<file path="config.mk">
export PLATFORM = sky130hd
export DESIGN_NAME = serial_nibble_subtractor
export DESIGN_NICKNAME = d
export VERILOG_FILES = /design/src/rtl/serial_nibble_subtractor.sv
export SDC_FILE = /design/constraint.sdc
export NUM_CORES = 1
export LEC_CHECK = 0
export BUFFER_PORTS_ARGS = -buffer_cell sky130_fd_sc_hd__buf_2
export CAP_MARGIN = 0
export CORE_UTILIZATION = 25
export CTS_CLUSTER_SIZE = 30
export DETAILED_ROUTE_END_ITERATION = 6
export GPL_TIMING_DRIVEN = 0
export SLEW_MARGIN = 20
export SYNTH_ARGS = -nofsm -noshare
export SYNTH_HDL_FRONTEND = slang
export SYNTH_SLANG_ARGS = --single-unit
export TNS_END_PERCENT = 50
</file>
<file path="constraint.sdc">
create_clock -name i_clk -period 2.4 [get_ports i_clk]
set_input_delay 0.36 -clock i_clk [delete_from_list [all_inputs] [get_ports i_clk]]
set_output_delay 0.36 -clock i_clk [all_outputs]
set_load 0.005 [all_outputs]
</file>
<file path="src/rtl/serial_nibble_subtractor.sv">
// serial_nibble_subtractor: nibble-serial A - B - borrow_in, LSB slice first; optional signed overflow under SERIAL_SUB_OVERFLOW_EN
module serial_nibble_subtractor #(
  parameter int WIDTH = 16
) (
  input  logic             i_clk,
  input  logic             i_rst,
  input  logic             i_start,
  input  logic [WIDTH-1:0] i_minuend,
  input  logic [WIDTH-1:0] i_subtrahend,
  input  logic             i_borrow,
  output logic             o_busy,
  output logic             o_done,
  output logic [WIDTH-1:0] o_result,
  output logic             o_borrow,
  output logic             o_overflow
);
  localparam int N  = WIDTH / 4;
  localparam int CW = $clog2(N + 1);
  localparam logic [CW-1:0] LAST = CW'(N - 1);
  localparam logic [1:0] IDLE = 2'd0;
  localparam logic [1:0] RUN  = 2'd1;
  localparam logic [1:0] DONE = 2'd2;

  logic [1:0]       state_q, state_d;
  logic [CW-1:0]    cnt_q, cnt_d;
  logic [WIDTH-1:0] a_q, a_d, b_q, b_d, res_q, res_d;
  logic             brw_q, brw_d, bout_q, bout_d;
  logic [4:0]       sum;
  logic             accept, run, last;

  // Operands shift right so the active slice is always in bits [3:0]; the result is written in place
  always_comb begin
    run     = state_q == RUN;
    accept  = !run && i_start;
    last    = run && cnt_q == LAST;
    sum     = {1'b0, a_q[3:0]} + {1'b0, ~b_q[3:0]} + {4'b0, ~brw_q};
    state_d = accept ? RUN : run ? (last ? DONE : RUN) : IDLE;
    cnt_d   = accept ? '0 : run ? cnt_q + 1'b1 : cnt_q;
    a_d     = accept ? i_minuend : run ? a_q >> 4 : a_q;
    b_d     = accept ? i_subtrahend : run ? b_q >> 4 : b_q;
    brw_d   = accept ? i_borrow : run ? ~sum[4] : brw_q;
    bout_d  = accept ? 1'b0 : last ? ~sum[4] : bout_q;
    res_d   = res_q;
    for (int j = 0; j < N; j++)
      if (run && cnt_q == CW'(j)) res_d[4*j +: 4] = sum[3:0];
    if (accept) res_d = '0;
  end

  // State, datapath and result registers; reset wipes any partial operation
  always_ff @(posedge i_clk or posedge i_rst) begin
    if (i_rst) begin
      state_q <= IDLE;
      cnt_q   <= '0;
      a_q     <= '0;
      b_q     <= '0;
      res_q   <= '0;
      brw_q   <= 1'b0;
      bout_q  <= 1'b0;
    end else begin
      state_q <= state_d;
      cnt_q   <= cnt_d;
      a_q     <= a_d;
      b_q     <= b_d;
      res_q   <= res_d;
      brw_q   <= brw_d;
      bout_q  <= bout_d;
    end
  end

  assign o_busy   = state_q == RUN;
  assign o_done   = state_q == DONE;
  assign o_result = res_q;
  assign o_borrow = bout_q;

`ifdef SERIAL_SUB_OVERFLOW_EN
  logic ovf_q, ovf_d;

  // On the final slice a_q[3]/b_q[3] are the operand sign bits and sum[3] the result sign
  always_comb ovf_d = accept ? 1'b0 : last ? ((a_q[3] != b_q[3]) && (sum[3] != a_q[3])) : ovf_q;

  // Overflow flag register, held from DONE until the next acceptance
  always_ff @(posedge i_clk or posedge i_rst) begin
    if (i_rst) ovf_q <= 1'b0;
    else ovf_q <= ovf_d;
  end

  assign o_overflow = ovf_q;
`else
  assign o_overflow = 1'b0;
`endif
endmodule

</file>
======== Word level (Yosys, flattened, before mapping) ========
Cells that the tools add are included.
Widths: inputs -> output; s select.
storage, ports and cells
  register bits ........................... 55
  output and inout bits ................... 20
operators by class
  add/sub/neg operators ................... 3
  equality and inequality tests ........... 5
  multiplexer cells ....................... 18
  bitwise gates (word level) .............. 3
  reductions and logical operators ........ 12
operators with widths
  cell                 count
  $mux 16              5
  $mux 4               4
  $reduce_bool 2->1    5
  $eq 3x2->1 const B   2
  $mux 2               3
  $mux 3               2
  $add 4x4->5          1
  $add 5x1->5          1
  $logic_and 1x1->1    5
  $mux 1               4
  $not 4->4            1
  $add 3x1->3 const B  1
  $eq 3x1->1 const B   1
  $logic_not 3->1      1
  $eq 2x1->1 const B   1
  $eq 2x2->1 const B   1
  $not 1->1            2
  $logic_not 1->1      1

======== Longest topological paths before layout ========
Gate-level depths: netlist of the first run.
  depth after elaboration ................. 6
  depth in mapped cells ................... 6
  mapped depth without buffers ............ 6

======== Worst setup path after synthesis of the first run ========
OpenSTA, ideal clock, no wires.
  path kind ............................... reg2reg
  from .................................... register a_q[0]
  to ...................................... register bout_q, in the netlist o_borrow
  arrival time ............................ 1.713 ns
  required time ........................... 2.278 ns
  slack ................................... 0.565 ns
  stages on the path, launching flop included .. 7
  buffers on the path ..................... 0
  cells stage by stage .................... dfrtp_1 > inv_1 > fa_1 > fa_1 > nor2b_1 > o21ai_0 > a32o_1
between the ends
  longest elaborated chain between the ends .. 5
ends and longest elaborated chain
  item                      line  text
  start: declaration        26    logic [WIDTH-1:0] a_q, a_d, b_q, b_d, res_q, res_d;
  start signal: assignment  54    a_q <= '0;
  start signal: assignment  62    a_q <= a_d;
  $add 4x4->5               36    sum = {1'b0, a_q[3:0]} + {1'b0, ~b_q[3:0]} + {4'b0, ~brw_q};
  $add 5x1->5               36
  $not 1->1                 42    bout_d = accept ? 1'b0 : last ? ~sum[4] : bout_q;
  $mux 1 (2 in series)      42
  end signal: assignment    66    bout_q <= bout_d;
  end: declaration          27    logic brw_q, brw_d, bout_q, bout_d;
Every way passes these cells. The select of a mux whose other input is x is not followed.
A chain may end at the register's enable or synchronous reset.

======== Worst setup path after layout of the first run ========
Same ends and word-level chain as after synthesis.

==> results.tsv, run 1 <==
stage	metric	value	unit
route	first_pass_iters	4	
synthesis	synth_seq_cells	55	
placement	placed_cell_area	3027	µm²
worst_hold_path	hp-class	input port to asynchronous set/reset pin	
synthesis	synth_edf_count	0	
pwr	power_frac_seq	40.5	%
sta	worst_pin_slew	688.1	ps
floorplan	die_h	103.8	µm
final_layout	diodes	0	
cts	clock_sink_count	55	
worst_setup_path	crit_arrival	2210	ps
floorplan	start_util	26.16	%
global_routing	grt_use_total	11.99	%
sta	clock-skew-final	17.55	ps
route	dr.first_iter.drc_count	70	
cts	cts_hold_buf	0	
cts	cts_setup_buffers	0	
floorplan	coreArea	9910	µm²
global_routing	grt_pass1_wl	9977	µm
sta	setup_viol	0	
global_routing	first_global_vias	1929	
worst_setup_path	start_kind	flop	
floorplan	rows	36	
global_routing	grt_antenna_before_repair	0	
synthesis	syn-num-nets	278	
final_layout	syn_to_final_growth	20.27	%
pwr	p_leak	1.575	nW
cts	cts_max_level	2	
synthesis	syn_area_per_cell	11.17	µm²
sta	drv_slew	0	
cts	cts_tree	yes	
sta	maxSlewHeadroom	53.64	%
final_layout	nNetsFinal	338	
worst_setup_path	cp-end-kind	flop	
pwr	clkPwrFrac	15.1	%
final_layout	final_cell_mix	63 x buf_2, 55 x dfrtp_1, 36 x mux2i_1	
final_layout	final_common_cell	buf_2	
sta	report.final.hold_viol_count	0	
synthesis	ys_types	30	
final_layout	fillerInstances	1043	
job	cap_violations	0	
synthesis	ys.flop_type	dfrtp_1	
cts	path_clk_slew	110	ps
synthesis	syn-instance-count	232	
global_routing	grt_max_degree	56	
global_routing	overflow	0	
status	status	complete, no violations	
cts	numCtsBuffers	5	
floorplan	dieArea	10780	µm²
sta	finalCriticalPeriod	1987	ps
floorplan	fp.dieW	103.8	µm
pwr	power_density	1156	nW/µm²
final_layout	stdcell_count	425	
pwr	peakVddDrop	0.3313	mV
cts	insertion_delay	320	ps
worst_setup_path	reg2reg_from	a_q[0]	
final_layout	drive_above_1_share	27.05	%
final_layout	design_area	3118	µm²
placement	gp_congestion	0.7744	
cts	ctsResizeCount	0	
placement	io_buffers	53	
route	drc	0	
worst_setup_path	crit_start	a_q[0]	
synthesis	async_flop_share	100.0	%
pwr	swShare	39.29	%
placement	place_inst	418	
sta	rsz0062_at_grt	false	
route	ant_nets	0	
final_layout	register_area	1376	µm²
route	wire_per_inst	14.17	µm
route	totalWireLength	6022	µm
worst_setup_path	crit_type	flop to flop	
final_layout	multiInputGateArea	1095	µm²
sta	clock.fmax	0.5033	GHz
synthesis	syn_area	2592	µm²
worst_setup_path	worst-path-max-fanout	3	
route	viasPerCell	4.391	
synthesis	ys_seq_area_share	53.09	%
cts	cts-root-buf	clkbuf_8	
pwr	pwr-share-comb	44.4	%
worst_setup_path	cp.required	2620	ps
route	vias	1866	
sta	post-route-period-util	82.79	%
floorplan	pin_count	56	
cts	clock_path_buffers	2	
placement	hpwl	4496	µm
pwr	switchingPower	1.416	mW
synthesis	synth_warnings	0	
pwr	internal_power	2.188	mW
-- critical path, cell delays in order, from the launching register on --
cell	delay, ps
dfrtp_1	360
inv_1	60
fa_1	460
fa_1	400
nor2b_1	200
o21ai_0	150
a32o_1	280
-- sequential cells by signal, summed over array words and instances (netlist names) --
name / count
b_q: 16
state_q: 2
o_borrow: 1
a_q: 16
o_result: 16
brw_q: 1
cnt_q: 3
-- power by group through the flow --
stage | Sequential (mW) | Combinational (mW) | Clock (mW)
final | 1.46 | 1.60 | 0.544
after global routing | 1.50 | 1.83 | 0.591
after CTS | 1.47 | 1.63 | 0.558
after detailed placement | 1.48 | 1.62 | 0
after global placement | 1.47 | 1.58 | 0
after floorplan | 1.44 | 1.12 | 0
-- path summary, 6_finish.rpt --
path | end | slack (ps) | cells past startpoint
setup / recovery | o_borrow | 410 | 6
max in group asynchronous | state_q[1] | 1770 | 2
setup reg to reg | o_borrow | 410 | 6
hold / removal | a_q[7] | 140 | 2
hold reg to reg | o_result[13] | 490 | 1
min in group i_clk | b_q[14] | 290 | 3
-- routing by layer --
| layer | track usage [%] | vias up | part of all wire [%] |
|---|---|---|---|
| met2 | 20.67 | 51 | 49 |
| met1 | 14.80 | 894 | 45 |
| met3 | 3.147 | 6 | 4.6 |
| met4 | 3.061 | 0 | 1.1 |
| li1 | - | 915 | - |
| met5 | 0 | - | 0 |
-- cell usage after synthesis, types with 4 or more instances --
cell type | count | area [µm²]
a32o_1 | 5 | 50.05
nor2b_1 | 5 | 31.28
nor2_1 | 12 | 45.04
dfrtp_1 | 55 | 1376
o2bb2ai_1 | 8 | 70.07
ha_1 | 8 | 100.1
buf_2 | 10 | 50.05
o21ai_0 | 27 | 135.1
a22o_1 | 4 | 35.03
mux2i_1 | 36 | 360.4
nand2_1 | 29 | 108.9
inv_1 | 11 | 41.29
-- kinds of logic after synthesis --
logic type / Yosys count / synth area share [%]
and+or+nand+nor: 55 / 9.701
DFF: 55 / 53.09
AOI/OAI and AO/OA: 47 / 12.11
muxes: 38 / 14.86
buffers and inverters: 26 / 4.682
adders and majority gates: 10 / 5.406
other: 1 / 0.1446
-- area by class of cell --
class / count / area share, %
buffer: 14 / 2.448
sequential: 55 / 44.14
multi-input combinational: 151 / 35.11
clock buffer: 6 / 2.648
clock inverter: 1 / 0.2809
inverter: 12 / 1.525
tap: 133 / 5.337
timing repair buffer: 53 / 8.507
-- per-stage QoR --
step	worst slack, ps	TNS, ps	util [%]	total power [mW]	hold WS, ps
6_report	413.0	0	31.46	3.604	138.2
2_1_floorplan	565.1	0	-	2.566	449.2
5_1_grt	301.7	0	31.46	3.922	207.7
3_5_place_dp	417.2	0	30.54	3.107	468.2
4_1_cts	399.6	0	31.46	3.653	185.2
3_3_place_gp	-44.18	-2348	30.52	3.050	458.9
No activity file was read; power rests on OpenSTA's default activity.
==> run 2: changes to the inputs <==
clock period = 1.79 ns   (was 2.4 ns; I/O delays follow)
==> run 2 against run 1 <==
The flow now finishes with violations (setup timing). Worst setup slack got worse by 420 ps. Non-clock buffer count increased by 1. Total power increased by 40%. Global-route usage decreased by 0.20 points. Critical path depth unchanged. Critical endpoint unchanged. Largest cell class unchanged.
==> results.tsv, run 2 (synthesis results as in run 1) <==
stage	metric	value	unit
sta	clock-skew-final	9.585	ps
sta	setup_viol	1	
sta	drv_slew	0	
final_layout	diodes	0	
floorplan	dieArea	10780	µm²
cts	path_clk_slew	100	ps
pwr	peakVddDrop	0.5909	mV
floorplan	pin_count	56	
cts	numCtsBuffers	5	
sta	maxSlewHeadroom	55.19	%
global_routing	grt_pass1_wl	10030	µm
route	totalWireLength	5961	µm
route	first_pass_iters	4	
global_routing	first_global_vias	1951	
worst_setup_path	critical-path-max-stage-delay	400	ps
sta	post-route-period-util	100.6	%
cts	insertion_delay	310	ps
final_layout	nNetsFinal	339	
worst_setup_path	worst-path-max-fanout	3	
sta	finalCriticalPeriod	1801	ps
worst_setup_path	cp.required	1990	ps
status	status	complete, but fails checks	
worst_hold_path	hp-class	input port to asynchronous set/reset pin	
worst_setup_path	cp-end-kind	flop	
floorplan	start_util	26.16	%
route	vias	1859	
worst_setup_path	start_kind	flop	
sta	rsz0062_at_grt	true	
final_layout	syn_to_final_growth	22.64	%
cts	cts_tree	yes	
global_routing	grt_use_total	11.79	%
status	violations	setup timing	
global_routing	overflow	0	
worst_setup_path	path_cells	inv_2, fa_2, fa_2, nor2b_4, o21ai_2, a32o_1	
placement	hpwl	4516	µm
global_routing	grt_max_degree	56	
worst_setup_path	cp_slowest_cell	fa_2	
worst_setup_path	crit_type	flop to flop	
job	cap_violations	0	
sta	worst_pin_slew	672.2	ps
cts	clock_sink_count	55	
final_layout	multiInputGateArea	1119	µm²
route	drc	0	
sta	report.final.hold_viol_count	0	
final_layout	drive_above_1_share	29.93	%
route	wire_per_inst	13.96	µm
worst_setup_path	worst_path_most_repeated_cell	fa_2	
sta	fin_ws	-10.82	ps
final_layout	fillerInstances	1048	
floorplan	fp.dieW	103.8	µm
floorplan	rows	36	
placement	gp_congestion	0.7751	
cts	clock_path_buffers	2	
sta	setup_tns	-10.82	ps
cts	cts-root-buf	clkbuf_8	
global_routing	grt_antenna_before_repair	0	
placement	place_ws	-130.1	ps
pwr	p_leak	1.602	nW
cts	cts_hold_buf	0	
worst_setup_path	ff2ff_setup_slack	-10	ps
cts	cts_max_level	2	
route	ant_nets	0	
final_layout	final_cell_mix	61 x buf_2, 55 x dfrtp_1, 36 x mux2i_1	
sta	clock.fmax	0.5553	GHz
route	dr.first_iter.drc_count	44	
final_layout	final_common_cell	buf_2	
worst_setup_path	crit_arrival	2000	ps
floorplan	die_h	103.8	µm
final_layout	register_area	1376	µm²
floorplan	coreArea	9910	µm²
pwr	power_density	1592	nW/µm²
placement	io_buffers	53	
route	viasPerCell	4.354	
==> run 2: per-layer routing <==
metal  GRT usage, %  part of all wire (%)  vias to the layer above
met5              0                     0                        -
met4          2.449                  0.59                        0
met3          2.895                   4.6                        5
met2          19.33                    46                       51
met1          15.75                    48                      885
li1               -                     -                      918
==> run 2: area by class of cell <==
class | count | share of cell area [%]
plain buffers | 14 | 2.676
clock buffers | 5 | 2.165
clock inverters | 3 | 1.377
inverters | 12 | 1.495
multi-input cells | 151 | 35.18
flip-flops and latches | 55 | 43.29
well taps | 133 | 5.234
repair buffers | 54 | 8.579
==> run 2: worst paths after layout <==
kind	start	end	cells after the start
min in group i_clk	i_subtrahend[14]	b_q[14]	3
hold / removal	i_rst	b_q[8]	2
setup / recovery	a_q[0]	o_borrow	6
setup reg to reg	a_q[0]	o_borrow	6
hold reg to reg	b_q[12]	b_q[8]	2
max in group asynchronous	i_rst	o_result[13]	2
==> run 2: through the flow <==
step	power [mW]	instance area [µm²]	std cells	utilization [%]	hold slack, ps
after detailed placement	4.164	3029	418	30.57	435.9
after global routing	5.502	3179	427	32.08	124.9
after floorplan	3.455	2595	232	-	424.8
after CTS	5.100	3171	427	31.99	94.39
after global placement	4.088	3027	418	30.54	457.6
final	5.060	3179	427	32.08	62.93
==> run 2: power breakdown <==
group,total (mW),leakage (nW),switching [mW],internal (mW)
Combinational,2.28,0.824,1.25,1.02
Sequential,1.96,0.720,0.262,1.70
Clock,0.826,0.0581,0.409,0.417
==> run 2: repair_timing <==
action / CTS / global route
resized for setup: 8 / 2
endpoints found under the setup margin: 7 / 10
setup buffers: 1 / 0
==> run 2: worst max-delay path, delay by kind of cell (launching register included) <==
kind                       cells  cell delay, ps
buffers and inverters          1              50
AOI/OAI and AO/OA              2             330
DFF                            1             370
and+or+nand+nor                1             170
adders and majority gates      2             780
